`src/rtl/dbus_uart_tx.sv`:
```
// Memory-mapped 8N1 UART transmitter on the CPU data bus.
// DATA pushes bytes into a small TX FIFO; STATUS/CTRL registers and a registered level irq.
module dbus_uart_tx #(
  parameter int                         DATA_DBUS_WIDTH = 32,
  parameter int                         ADDR_DBUS_WIDTH = 32,
  parameter logic [ADDR_DBUS_WIDTH-1:0] BASE_ADDR       = 32'h0001_0000,
  parameter int                         CLK_DIV         = 16,
  parameter int                         FIFO_DEPTH      = 4
) (
  input  logic                       i_clk,
  input  logic                       i_rst,
  input  logic [ADDR_DBUS_WIDTH-1:0] i_mem_addr,
  input  logic [DATA_DBUS_WIDTH-1:0] i_mem_wdata,
  input  logic                       i_mem_we,
  output logic [DATA_DBUS_WIDTH-1:0] o_mem_rdata,
  output logic                       o_sel,
  output logic                       o_txd,
  output logic                       o_irq
);
  // state   | meaning
  // S_IDLE  | line high, waiting for enable and a queued byte
  // S_START | start bit (low) for CLK_DIV clocks
  // S_DATA  | 8 data bits, LSB first, CLK_DIV clocks each
  // S_STOP  | stop bit (high); may chain straight into the next START

  localparam int PW = $clog2(FIFO_DEPTH);
  localparam int CW = PW + 1;
  localparam int BW = $clog2(CLK_DIV);
  localparam logic [BW-1:0] BAUD_LOAD = BW'(CLK_DIV - 1);

  typedef enum logic [1:0] {S_IDLE, S_START, S_DATA, S_STOP} state_t;

  state_t        state, state_nxt;
  logic [BW-1:0] baud, baud_nxt;
  logic [2:0]    bit_cnt, bit_cnt_nxt;
  logic [7:0]    shift, shift_nxt;

  logic [7:0]    mem [FIFO_DEPTH];
  logic [PW-1:0] wr_ptr, rd_ptr;
  logic [CW-1:0] count;
  logic          full, empty, push, push_ok, pop;
  logic [7:0]    fifo_head;

  logic          enable, irq_en, overflow, busy;
  logic          wr_en, baud_end;
  logic [1:0]    reg_idx;
  logic          unused_bits;

  assign o_sel       = (i_mem_addr[ADDR_DBUS_WIDTH-1:4] == BASE_ADDR[ADDR_DBUS_WIDTH-1:4]);
  assign reg_idx     = i_mem_addr[3:2];
  assign wr_en       = i_mem_we && o_sel;
  assign unused_bits = ^{i_mem_addr[1:0], i_mem_wdata};

  assign full      = (count == CW'(FIFO_DEPTH));
  assign empty     = (count == '0);
  assign push      = wr_en && (reg_idx == 2'd0);
  // A push into a full FIFO still lands when a pop frees the slot in the same cycle.
  assign push_ok   = push && (!full || pop);
  assign fifo_head = mem[rd_ptr];
  assign busy      = (state != S_IDLE) || !empty;
  assign baud_end  = (baud == '0);

  always_ff @(posedge i_clk) begin
    if (push_ok) mem[wr_ptr] <= i_mem_wdata[7:0];
  end

  always_ff @(posedge i_clk or negedge i_rst) begin
    if (!i_rst) begin
      wr_ptr <= '0;
      rd_ptr <= '0;
      count  <= '0;
    end else begin
      if (push_ok) wr_ptr <= wr_ptr + PW'(1);
      if (pop)     rd_ptr <= rd_ptr + PW'(1);
      if (push_ok && !pop)      count <= count + CW'(1);
      else if (!push_ok && pop) count <= count - CW'(1);
    end
  end

  always_ff @(posedge i_clk or negedge i_rst) begin
    if (!i_rst) begin
      enable   <= 1'b0;
      irq_en   <= 1'b0;
      overflow <= 1'b0;
      o_irq    <= 1'b0;
    end else begin
      if (wr_en && reg_idx == 2'd2) begin
        enable <= i_mem_wdata[0];
        irq_en <= i_mem_wdata[1];
      end
      if (push && full && !pop)
        overflow <= 1'b1;
      else if (wr_en && reg_idx == 2'd1 && i_mem_wdata[3])
        overflow <= 1'b0;
      o_irq <= irq_en && empty && (state == S_IDLE);
    end
  end

  always_comb begin
    o_mem_rdata = '0;
    case (reg_idx)
      2'd1:    o_mem_rdata[3:0] = {overflow, busy, empty, full};
      2'd2:    o_mem_rdata[1:0] = {irq_en, enable};
      default: ;
    endcase
  end

  always_ff @(posedge i_clk or negedge i_rst) begin
    if (!i_rst) begin
      state   <= S_IDLE;
      baud    <= '0;
      bit_cnt <= '0;
      shift   <= '0;
    end else begin
      state   <= state_nxt;
      baud    <= baud_nxt;
      bit_cnt <= bit_cnt_nxt;
      shift   <= shift_nxt;
    end
  end

  always_comb begin
    state_nxt   = state;
    baud_nxt    = baud;
    bit_cnt_nxt = bit_cnt;
    shift_nxt   = shift;
    case (state)
      S_IDLE: begin
        if (pop) begin
          state_nxt = S_START;
          baud_nxt  = BAUD_LOAD;
          shift_nxt = fifo_head;
        end
      end
      S_START: begin
        if (baud_end) begin
          state_nxt   = S_DATA;
          baud_nxt    = BAUD_LOAD;
          bit_cnt_nxt = 3'd0;
        end else begin
          baud_nxt = baud - BW'(1);
        end
      end
      S_DATA: begin
        if (baud_end) begin
          baud_nxt    = BAUD_LOAD;
          bit_cnt_nxt = bit_cnt + 3'd1;
          if (bit_cnt == 3'd7) state_nxt = S_STOP;
          else                 shift_nxt = {1'b0, shift[7:1]};
        end else begin
          baud_nxt = baud - BW'(1);
        end
      end
      S_STOP: begin
        if (baud_end) begin
          if (pop) begin
            state_nxt = S_START;
            baud_nxt  = BAUD_LOAD;
            shift_nxt = fifo_head;
          end else begin
            state_nxt = S_IDLE;
          end
        end else begin
          baud_nxt = baud - BW'(1);
        end
      end
      default: state_nxt = S_IDLE;
    endcase
  end

  always_comb begin
    pop   = 1'b0;
    o_txd = 1'b1;
    case (state)
      S_IDLE:  pop = enable && !empty;
      S_START: o_txd = 1'b0;
      S_DATA:  o_txd = shift[0];
      S_STOP:  pop = baud_end && enable && !empty;
      default: ;
    endcase
  end

endmodule

```
`config.mk`:
```
export PLATFORM = sky130hd
export DESIGN_NAME = dbus_uart_tx
export DESIGN_NICKNAME = d
export VERILOG_FILES = /design/src/rtl/dbus_uart_tx.sv
export SDC_FILE = /design/constraint.sdc
export NUM_CORES = 1
export LEC_CHECK = 0
export CELL_PAD_IN_SITES_DETAIL_PLACEMENT = 1
export CELL_PAD_IN_SITES_GLOBAL_PLACEMENT = 1
export CORE_ASPECT_RATIO = 0.6
export CORE_MARGIN = 1.5
export CORE_UTILIZATION = 39
export DETAILED_ROUTE_END_ITERATION = 8
export HOLD_SLACK_MARGIN = 0.12
export PLACE_DENSITY = 0.95
export SLEW_MARGIN = 20
export SYNTH_ARGS = -nofsm -noshare
export SYNTH_HDL_FRONTEND = slang
export SYNTH_SLANG_ARGS = --single-unit
```
`constraint.sdc`:
```
create_clock -name i_clk -period 4 [get_ports i_clk]
set_input_delay 0.8 -clock i_clk [delete_from_list [all_inputs] [get_ports i_clk]]
set_output_delay 0.8 -clock i_clk [all_outputs]
set_load 0.02 [all_outputs]
```
==> out/qor.yml, run 1 <==
required_ps: 3200
wl_met1_um: 3207
final_cell_mix: "clkdlybuf4s50_1 (47), edfxtp_1 (32), conb_1 (28), dfrtp_1 (28), mux2_2 (17)"
routedWlPerCell_um: 18.83
antenna_found_initial: 0
arrival_ps: 2640
powerDensity_nw_per_um2: 376.5
fin_nets: 378
grtUsageTotal: 0.1920
synthCells: 240
status: "complete, no violations"
row_count: 25
clk_path_buf_depth: 2
stdcell_count: 407
max-cap-violations: 0
drc_errors: 0
clk_latency_ps: 320
die_w_um: 119.7
place_area_sq_um: 3681
hold_violations: 0
netlist_area_sq_um: 3189
port_buffers: 47
place.detailed.hpwl_um: 5546
setup_viol: 0
dr_wl_met2_um: 3987
htree_num_levels: 3
drive_above_1_share: 0.1773
rsz0062_at_grt: "false"
cts_resized: 0
final_common_cell: "clkdlybuf4s50_1"
grt_pass1_wl_um: 12260
setup_tns_ps: 0
synth_ff_type: "edfxtp_1"
avgSynthCellArea_sq_um: 13.29
design_area_sq_um: 3974
tightestPinTransition_ps: 683.9
drt_wl_total_um: 7665
grt_overflow_total: 0
yosys.area.top_type: "edfxtp_1"
first_pass_iters: 4
fin_skew_ps: 5.465
async_flop_share: 0.4667
synth_edf_count: 32
start_util: 0.4030
dr.max_layer_used: "met4"
crit_path_end_kind: "primary output"
hp-class: "register to register"
p_leak_nw: 1.559
ioPinCount: 102
dr_total_vias: 2036
synth-seq-cells: 60
clock_tree.root_cell: "clkbuf_16"
cts_setup_buffers: 0
grt_max_degree: 29
nFillCells: 833
area_growth_pct: 24.60
antenna_cells: 0
cts_hold_buf: 0
placedCellCount: 391
path_clk_slew_ps: 50
dr_wl_met3_um: 312
clkSinkCount: 60
drtIter0Drc: 131
fin_crit_ps: 3443
fmax_ghz: 0.2904
viasPerCell: 5.002
ys_seq_area_frac: 0.5210
die-area_sq_um: 8747
irDropWorstVdd_mv: 0.1730
gp_congestion: 0.7802
yosys.area.top_type_share: 0.3013
die_y_um: 73.05
yosys_warnings: 0
cts_buffers: 9
whs_ps: 473.1
relSlewSlack: 0.5323
synth_area_leaders: "edfxtp_1 (30%), dfrtp_1 (22%), buf_4 (6.6%)"
grt_pass1_vias: 2321
synth_cell_types: 50
crit_path_max_fanout: 5
cts_tree: "done"
maxSlewViolCount: 0
coreArea_sq_um: 7914
critPathKind: "primary input to primary output"
ant_nets: 0
min_period_over_period: 0.8608
crit_path_start_kind: "primary input"
==> state kept, by name, summed over array words and instances (netlist names), 2 cells and up <==
signal	flops
wr_ptr	2
bit_cnt	3
state	2
rd_ptr	2
mem	32
count	3
shift	8
baud	4
==> through the flow <==
step,util,worst slack (ps),total power [mW]
finish,0.5021,556.8,1.496
global route,0.5021,426.9,1.545
CTS,0.5021,526.0,1.506
detailed placement,0.4651,470.1,0.7589
global placement,0.4651,580.6,0.7552
floorplan,-,1084,0.7230
==> per-layer routing <==
metal | vias up | GRT usage
li1 | 941 | -
met1 | 1016 | 0.2207
met4 | 0 | 0.07407
met2 | 65 | 0.3506
met5 | - | 0
met3 | 14 | 0.04922
==> worst max-delay path: stages <==
cell,delay [ps]
clkdlybuf4s50_1,400
nor4_1,330
nand4_1,320
nor2_1,180
clkdlybuf4s50_1,610
==> synthesized netlist by cell type, types with 5 or more instances <==
library cell / count
buf_4: 28
mux2_2: 17
o21ai_0: 7
mux4_2: 8
inv_1: 14
ha_1: 16
nor4_1: 8
a21oi_1: 5
edfxtp_1: 32
nand2_1: 10
dfrtp_1: 28
==> report_power, final <==
group          internal (mW)  leakage, nW  switching [mW]
clock network          0.490        0.141           0.257
logic                 0.0428        0.760          0.0514
registers              0.653        0.658        0.000864
==> worst paths after layout <==
check | cells past startpoint | from | end | slack [ps]
setup / recovery | 5 | i_mem_addr[5] | o_sel | 560
hold / removal | 1 | shift[7]$_DFFE_PN0P_ | shift[7]$_DFFE_PN0P_ | 470
setup reg to reg | 11 | baud[0]$_DFF_PN0_ | count[2]$_DFFE_PN0P_ | 930
hold reg to reg | 1 | shift[7]$_DFFE_PN0P_ | shift[7]$_DFFE_PN0P_ | 470
max in group asynchronous | 2 | i_rst | overflow$_DFFE_PN0P_ | 2840
min in group asynchronous | 2 | i_rst | shift[0]$_DFFE_PN0P_ | 880
==> area by class of cell <==
| type | instances | area (sq um) | share of cell area |
|---|---|---|---|
| repair buffers | 49 | 485.5 | 0.1222 |
| flip-flops and latches | 60 | 1662 | 0.4181 |
| well taps | 108 | 135.1 | 0.03401 |
| inverters | 15 | 56.30 | 0.01417 |
| clock buffers | 10 | 239.0 | 0.06014 |
| clock inverters | 6 | 53.80 | 0.01354 |
| multi-input cells | 159 | 1343 | 0.3378 |
==> cells by family (layout without fill, tap and decap cells) <==
family / after synthesis / count (layout) / share of synthesized area
AO/OA/AOI/OAI: 34 / 34 / 0.08945
XOR/XNOR: 6 / 6 / 0.01648
adder cells (fa/ha/maj): 17 / 17 / 0.06905
buffers and inverters: 48 / 80 / 0.08983
flip-flops: 60 / 60 / 0.5210
multiplexers: 27 / 27 / 0.1244
other: 1 / 28 / 0.001176
AND/OR/NAND/NOR: 47 / 47 / 0.08866
No activity file was read; power rests on OpenSTA's default activity.
==> run 2: changes to the inputs <==
- CORE_ASPECT_RATIO: 0.6 -> 1.2
- CORE_MARGIN: 1.5 -> 5
==> run 2 against run 1 <==
Clock power shrank 20%. Sequential cell count is the same. Die area grew 15%. Non-clock buffer count is the same. Worst setup slack gained 6.0 ps. Sequential share of layout area grew 0.98 points.
==> out/qor.yml, run 2 (synthesis results as in run 1) <==
status: "complete, no violations"
maxSlewViolCount: 0
worstSetupEndpoint: "o_sel"
coreArea_sq_um: 8063
final_cell_mix: "clkdlybuf4s50_1 (47), edfxtp_1 (32), conb_1 (28), dfrtp_1 (28), mux2_2 (17)"
cts_setup_buffers: 0
setup_tns_ps: 0
largest_reg_flops: 32
cts_buffers: 9
switchingPower_mw: 0.2842
die-area_sq_um: 10090
hp-class: "register to register"
place.detailed.hpwl_um: 5415
top_register: "mem"
cts_tree: "done"
relSlewSlack: 0.5875
required_ps: 3200
grt_pass1_vias: 2315
grt_overflow_total: 0
intPower_mw: 1.062
p_clk_frac: 0.445
cts_resized: 0
arrival_ps: 2640
grt_pass1_wl_um: 11560
irDropWorstVdd_mv: 0.1626
clkSinkCount: 60
start_util: 0.3956
fin_nets: 378
fin_skew_ps: 10.25
antenna_found_initial: 0
p_comb_frac: 0.070
crit_path_end_kind: "primary output"
crit_path_max_fanout: 5
rrSetupSlack_ps: 980
final_core_utilization: 0.4815
antenna_cells: 0
r2r_end: "count[2]$_DFFE_PN0P_"
reg2reg_from: "baud[0]$_DFF_PN0_"
hold_violations: 0
reg2reg_depth: 11
powerDensity_nw_per_um2: 346.8
crit_path_start_kind: "primary input"
met1_usage: 0.1578
row_count: 36
top_regs: "mem (32), shift (8), baud (4)"
drt_wl_total_um: 7133
dr_total_vias: 2040
setup_viol: 0
grt_util_met2: 0.2794
first_pass_iters: 4
clk_latency_ps: 340
power_frac_seq: 0.485
tightestPinTransition_ps: 618.8
hold_start: "shift[7]$_DFFE_PN0P_"
die_y_um: 109.1
grt_max_degree: 29
placedCellCount: 378
fin_crit_ps: 3437
path_clk_slew_ps: 70
swShare: 0.2111
die_w_um: 92.55
min_period_over_period: 0.8593
final_common_cell: "clkdlybuf4s50_1"
ioPinCount: 102
drc_errors: 0
routedWlPerCell_um: 18.10
rsz0062_at_grt: "false"
htree_num_levels: 3
grt_use_met3: 0.04417
drive_above_1_share: 0.1773
clock_tree.root_cell: "clkbuf_8"
clk_path_buf_depth: 2
top_usage_layer: "met2"
p_leak_nw: 1.526
viasPerCell: 5.178
area_growth_pct: 21.73
critPathLaunch: "i_mem_addr[5]"
critPathKind: "primary input to primary output"
cts_hold_buf: 0
ant_nets: 0
drtIter0Drc: 111
gp_congestion: 0.7388
stdcell_count: 394
fmax_ghz: 0.2909
grtUsageTotal: 0.1516
max-cap-violations: 0
port_buffers: 47
## run 2: changes by cell type in the layout (fill, tap and decap cells not counted), sizes merged
cell,delta
clkinv,-2
clkinvlp,-1
clkbuf,+2
bufinv,+1
## run 2: critical path, stage by stage
cell,delay [ps]
clkdlybuf4s50_1,400
nor4_1,320
nand4_1,320
nor2_1,180
clkdlybuf4s50_1,620
## run 2: how the worst min path moves through the flow
stage,to,slack (ps),cells after the start
floorplan,shift[7]$_DFFE_PN0P_,440,1
global placement,shift[7]$_DFFE_PN0P_,470,1
detailed placement,shift[7]$_DFFE_PN0P_,480,1
CTS,shift[7]$_DFFE_PN0P_,500,1
global route,shift[7]$_DFFE_PN0P_,500,1
finish,shift[7]$_DFFE_PN0P_,500,1
## run 2: layout make-up
| cell class | count | area [sq um] |
|---|---|---|
| clock buffer | 12 | 145.1 |
| fill | 817 | 4180 |
| tap | 95 | 118.9 |
| clock inverter | 4 | 72.57 |
| sequential | 60 | 1662 |
| timing repair buffer | 49 | 485.5 |
| inverter | 15 | 56.30 |
| multi-input combinational | 159 | 1343 |
## run 2: metrics by stage
| stage | power, mW | hold WS [ps] | area [sq um] | setup WS, ps |
|---|---|---|---|---|
| after floorplan | 0.7230 | 444.1 | 3291 | 1084 |
| after global placement | 0.7550 | 469.0 | 3665 | 526.9 |
| after detailed placement | 0.7588 | 483.9 | 3665 | 415.0 |
| after CTS | 1.353 | 499.1 | 3882 | 529.8 |
| after global routing | 1.395 | 504.3 | 3882 | 423.8 |
| final | 1.347 | 495.4 | 3882 | 562.8 |
## run 2: per-layer routing
metal	wire, um	share of wire
met1	2685	0.38
met2	3824	0.54
met3	464	0.065
met4	158	0.022
met5	0	0
## run 2: power by group through the flow
| stage | logic, mW | registers [mW] | clock network, mW |
|---|---|---|---|
| 2_1_floorplan | 0.0575 | 0.666 | 0 |
| 3_3_place_gp | 0.0897 | 0.665 | 0 |
| 3_5_place_dp | 0.0933 | 0.665 | 0 |
| 4_1_cts | 0.0936 | 0.653 | 0.607 |
| 5_1_grt | 0.101 | 0.653 | 0.642 |
| 6_report | 0.0939 | 0.653 | 0.600 |
==> run 3: changes to the inputs <==
- HOLD_SLACK_MARGIN: 0.12 -> 0.05
==> results of run 3 <==
Final layout, timing and power as in run 2 (identical DEF).
==> patch 1: new RTL, settings of run 2 <==
The parameter `CLK_DIV` goes from 16 to 32.
--- a/src/rtl/dbus_uart_tx.sv
+++ b/src/rtl/dbus_uart_tx.sv
@@ -4,7 +4,7 @@
   parameter int                         DATA_DBUS_WIDTH = 32,
   parameter int                         ADDR_DBUS_WIDTH = 32,
   parameter logic [ADDR_DBUS_WIDTH-1:0] BASE_ADDR       = 32'h0001_0000,
-  parameter int                         CLK_DIV         = 16,
+  parameter int                         CLK_DIV         = 32,
   parameter int                         FIFO_DEPTH      = 4
 ) (
   input  logic                       i_clk,
Formal check against the unedited RTL: no difference found for any inputs over 10 cycles, from zero or initial values and one cycle with i_rst low; that may be too few to reach the edited logic, so the function may still have changed.
==> patch 1 against run 2 <==
- routed wire length up 1.6%
- utilization rose by 0.88 points
- setup slack lost 0.066 ns
- critical endpoint unchanged
- synthesized area up 2.7%
- cell area increased by 3.0%
- power fell by 2.2%
- largest power group unchanged
- highest routed layer unchanged
- maximum frequency is 1.9% lower
- sequential cell count grew 1
==> patch 1: results (changes against run 2) <==
| Metric | Value |
|---|---|
| Outcome | `complete, no violations (unchanged)` |
| Via count | `2108 (was 2040)` |
| Sequential cell area share | `0.422 (was 0.428)` |
| Worst setup path startpoint | `i_mem_addr[6] (was i_mem_addr[5])` |
| Drt wl/cell | `17.0 um (was 18.1 um)` |
| Sw frac | `0.218 (was 0.211)` |
| Non-Filler Cell Area, Final | `4000 sq um (was 3880 sq um)` |
| Largest net degree at the start of global routing | `30 (was 29)` |
| CTS sink count | `61 (was 60)` |
| Most frequent cells after synthesis | `edfxtp_1 (32), dfrtp_1 (29), buf_4 (28) (was edfxtp_1 (32), buf_4 (28), dfrtp_1 (28))` |
| Nets | `392 (was 378)` |
| Max rail drop VDD | `0.000232 V (was 0.000163 V)` |
| Regs by FF count | `mem: 32 flops, shift: 8 flops, baud: 5 flops (was mem: 32 flops, shift: 8 flops, baud: 4 flops)` |
| Asr flop ratio synth | `0.475 (was 0.467)` |
| Reg2reg setup slack | `0.90 ns (was 0.98 ns)` |
| Clock skew | `0.0126 ns (was 0.0102 ns)` |
| Worst EP arrival | `2.70 ns (was 2.64 ns)` |
| Combinational logic power | `98.2 uW (was 93.9 uW)` |
| Overall power | `1320 uW (was 1350 uW)` |
| Synth Area in Adders | `0.0672 (was 0.0690)` |
| Clock power share | `0.422 (was 0.445)` |
| P_leak | `0.00155 uW (was 0.00153 uW)` |
| Nonclk buf count | `54 (was 49)` |
| Unique cell type count in the Yosys netlist | `54 (was 50)` |
| Syn avg cell area | `13.0 sq um (was 13.3 sq um)` |
| Clock Buffer Count | `13 (was 12)` |
| Dpl hpwl | `5600 um (was 5410 um)` |
## patch 1: metrics by stage
stage	setup WS [ns]	hold slack, ns	std cells
floorplan	0.896	0.461	279
global placement	0.361	0.485	411
detailed placement	0.300	0.494	411
CTS	0.460	0.509	427
global route	0.353	0.523	427
finish	0.497	0.499	427
## patch 1: worst min path at each step
stage | end | slack (ns) | cells past startpoint
after floorplan | bit_cnt[0]$_DFFE_PN0P_ | 0.46 | 1
after global placement | bit_cnt[1]$_DFFE_PN0P_ | 0.48 | 1
after detailed placement | shift[6]$_DFFE_PN0P_ | 0.49 | 1
after CTS | bit_cnt[1]$_DFFE_PN0P_ | 0.51 | 1
after global routing | shift[6]$_DFFE_PN0P_ | 0.52 | 1
final | bit_cnt[1]$_DFFE_PN0P_ | 0.50 | 1
## patch 1: critical path, stage by stage
cell and delay (ns):
clkdlybuf4s50_1 0.40, nor4_1 0.31, nand4_1 0.18, buf_4 0.19, nor3_1 0.18, clkdlybuf4s50_1 0.64
==> patch 2: new RTL, flow settings as in run 2 <==
Made on the original files. Add an input register stage for `i_mem_addr`, `i_mem_wdata` and `i_mem_we`, with the module's reset; this delays them by one clock.
--- a/src/rtl/dbus_uart_tx.sv
+++ b/src/rtl/dbus_uart_tx.sv
@@ -30,6 +30,22 @@
 
   typedef enum logic [1:0] {S_IDLE, S_START, S_DATA, S_STOP} state_t;
 
+  logic [ADDR_DBUS_WIDTH-1:0] i_mem_addr_q;
+  logic [DATA_DBUS_WIDTH-1:0] i_mem_wdata_q;
+  logic i_mem_we_q;
+
+  always_ff @(posedge i_clk or negedge i_rst) begin
+    if (!i_rst) begin
+      i_mem_addr_q  <= '0;
+      i_mem_wdata_q <= '0;
+      i_mem_we_q    <= '0;
+    end else begin
+      i_mem_addr_q  <= i_mem_addr;
+      i_mem_wdata_q <= i_mem_wdata;
+      i_mem_we_q    <= i_mem_we;
+    end
+  end
+
   state_t        state, state_nxt;
   logic [BW-1:0] baud, baud_nxt;
   logic [2:0]    bit_cnt, bit_cnt_nxt;
@@ -46,10 +62,10 @@
   logic [1:0]    reg_idx;
   logic          unused_bits;
 
-  assign o_sel       = (i_mem_addr[ADDR_DBUS_WIDTH-1:4] == BASE_ADDR[ADDR_DBUS_WIDTH-1:4]);
-  assign reg_idx     = i_mem_addr[3:2];
-  assign wr_en       = i_mem_we && o_sel;
-  assign unused_bits = ^{i_mem_addr[1:0], i_mem_wdata};
+  assign o_sel       = (i_mem_addr_q[ADDR_DBUS_WIDTH-1:4] == BASE_ADDR[ADDR_DBUS_WIDTH-1:4]);
+  assign reg_idx     = i_mem_addr_q[3:2];
+  assign wr_en       = i_mem_we_q && o_sel;
+  assign unused_bits = ^{i_mem_addr_q[1:0], i_mem_wdata_q};
 
   assign full      = (count == CW'(FIFO_DEPTH));
   assign empty     = (count == '0);
@@ -61,7 +77,7 @@
   assign baud_end  = (baud == '0);
 
   always_ff @(posedge i_clk) begin
-    if (push_ok) mem[wr_ptr] <= i_mem_wdata[7:0];
+    if (push_ok) mem[wr_ptr] <= i_mem_wdata_q[7:0];
   end
 
   always_ff @(posedge i_clk or negedge i_rst) begin
@@ -85,12 +101,12 @@
       o_irq    <= 1'b0;
     end else begin
       if (wr_en && reg_idx == 2'd2) begin
-        enable <= i_mem_wdata[0];
-        irq_en <= i_mem_wdata[1];
+        enable <= i_mem_wdata_q[0];
+        irq_en <= i_mem_wdata_q[1];
       end
       if (push && full && !pop)
         overflow <= 1'b1;
-      else if (wr_en && reg_idx == 2'd1 && i_mem_wdata[3])
+      else if (wr_en && reg_idx == 2'd1 && i_mem_wdata_q[3])
         overflow <= 1'b0;
       o_irq <= irq_en && empty && (state == S_IDLE);
     end
Formal check against the unedited RTL: not equivalent (a bounded check fails within 4 cycles, from zero or initial values and one cycle with i_rst low).
==> patch 2 against run 2 <==
- die area is 28% higher
- routed wire length grew 23%
- power grew 48%
- cell area rose by 28%
- critical endpoint is now count[2]$_DFFE_PN0P_
- non-clock buffer count stayed put
- sequential cell count is 39 higher
- synthesized area up 31%
- setup slack better by 0.048 ns
- clock skew decreased by 0.0035 ns
==> patch 2: results (changes against run 2) <==
| Metric | Value |
|---|---|
| Final GP Congestion | `0.720 (was 0.739)` |
| Synth Flop Type | `dfrtp_1 (was edfxtp_1)` |
| Nets | `416 (was 378)` |
| Total global-route track usage | `0.145 (was 0.152)` |
| DRT iter0 DRCs | `154 (was 111)` |
| Most frequent cells after synthesis | `dfrtp_1 (67), edfxtp_1 (32), buf_4 (28) (was edfxtp_1 (32), buf_4 (28), dfrtp_1 (28))` |
| Worst setup EP type | `flip-flop (was output port)` |
| Cell Int Power | `1540 uW (was 1060 uW)` |
| Final wirelength | `8790 um (was 7130 um)` |
| Placed insts | `450 (was 378)` |
| Wire length on met1 | `3170 um (was 2690 um)` |
| Share of layout cells above drive strength 1 | `0.178 (was 0.177)` |
| Worst-Margin Slew | `0.922 ns (was 0.619 ns)` |
| DP Area | `4690 sq um (was 3660 sq um)` |
| Hold path depth | `0 (was 1)` |
| Regs by FF count | `mem: 32 flops, i_mem_addr_q: 30 flops (was mem: 32 flops, shift: 8 flops, baud: 4 flops)` |
| Top Family by Delay on Critical Path | `adder cells (was buffers and inverters)` |
| Clock Tree Root | `clkbuf_16 (was clkbuf_8)` |
| Dpl hpwl | `6570 um (was 5410 um)` |
| Metal2 WL | `4880 um (was 3820 um)` |
| Part of the power in registers | `0.542 (was 0.485)` |
| CP Max Fanout | `7 (was 5)` |
| Max rail drop VDD | `0.000285 V (was 0.000163 V)` |
| Post-synthesis cell count | `279 (was 240)` |
| Vias per inst | `5.06 (was 5.18)` |
| Crit-path slowest cell | `a2111oi_4 (was clkdlybuf4s50_1)` |
| Non-Filler Instances | `466 (was 394)` |
| Reg2reg setup slack | `0.61 ns (was 0.98 ns)` |
| Unique cell type count in the Yosys netlist | `48 (was 50)` |
| Number of global-route vias before repair | `2758 (was 2315)` |
| P_leak | `0.00205 uW (was 0.00153 uW)` |
| Worst EP arrival | `3.66 ns (was 2.64 ns)` |
| Area contributors post-synth | `dfrtp_1 (40%), edfxtp_1 (23%), mux2_2 (5.1%) (was edfxtp_1 (30%), dfrtp_1 (22%), buf_4 (6.6%))` |
| Combinational logic power | `86.9 uW (was 93.9 uW)` |
| Met3 WL | `547 um (was 464 um)` |
| Sequential share of the synthesized area | `0.630 (was 0.521)` |
| Hold wc startpoint | `i_mem_wdata_q[6]$_DFF_PN0_ (was shift[7]$_DFFE_PN0P_)` |
| Largest net degree at the start of global routing | `41 (was 29)` |
| Worst setup path startpoint | `state[0]$_DFFE_PN0P_ (was i_mem_addr[5])` |
| Clock skew | `0.00673 ns (was 0.0102 ns)` |
| Outcome | `complete, no violations (unchanged)` |
| Global-route wire length before repair | `14400 um (was 11600 um)` |
| Asr flop ratio synth | `0.677 (was 0.467)` |
[patch 2: worst min path at each step]
stage                             end  slack (ns)
2_1_floorplan     mem[0][2]$_DFFE_PP_        0.45
3_3_place_gp      mem[2][4]$_DFFE_PP_        0.46
3_5_place_dp      mem[0][6]$_DFFE_PP_        0.48
4_1_cts           mem[0][6]$_DFFE_PP_        0.50
5_1_grt        bit_cnt[0]$_DFFE_PN0P_        0.52
6_report          mem[0][6]$_DFFE_PP_        0.50
[patch 2: layout make-up]
type / instances / area (sq um)
Inverter: 12 / 45.0
Clock inverter: 7 / 58.8
Fill cell: 1034 / 5550
Timing Repair Buffer: 49 / 480
Clock buffer: 9 / 225
Multi-Input combinational cell: 161 / 1360
Tap cell: 129 / 161
Sequential cell: 99 / 2640
[patch 2: cells by family (layout without fill, tap and decap cells)]
| group | count (synthesis) | count (layout) | synth area share |
|---|---|---|---|
| adder cells (fa/ha/maj) | 17 | 17 | 0.0526 |
| AND/OR/NAND/NOR | 48 | 48 | 0.0694 |
| buffers and inverters | 46 | 77 | 0.0685 |
| AO/OA/AOI/OAI | 33 | 33 | 0.0625 |
| XOR/XNOR | 6 | 6 | 0.0126 |
| flip-flops | 99 | 99 | 0.630 |
| other | 1 | 28 | 0.000896 |
| multiplexers | 29 | 29 | 0.103 |
[patch 2: metrics by stage]
stage	total power [uW]	setup slack, ns	hold WS [ns]
finish	1990	0.610	0.497
global placement	1180	0.881	0.463
floorplan	1140	1.16	0.455
detailed placement	1190	0.666	0.477
global route	2070	0.453	0.517
CTS	2000	0.602	0.500
[patch 2: routing by layer]
metal | up-vias | global-route usage
met1 | 1184 | 0.155
met4 | 0 | 0.0510
met3 | 16 | 0.0418
li1 | 1060 | -
met5 | - | 0
met2 | 99 | 0.274
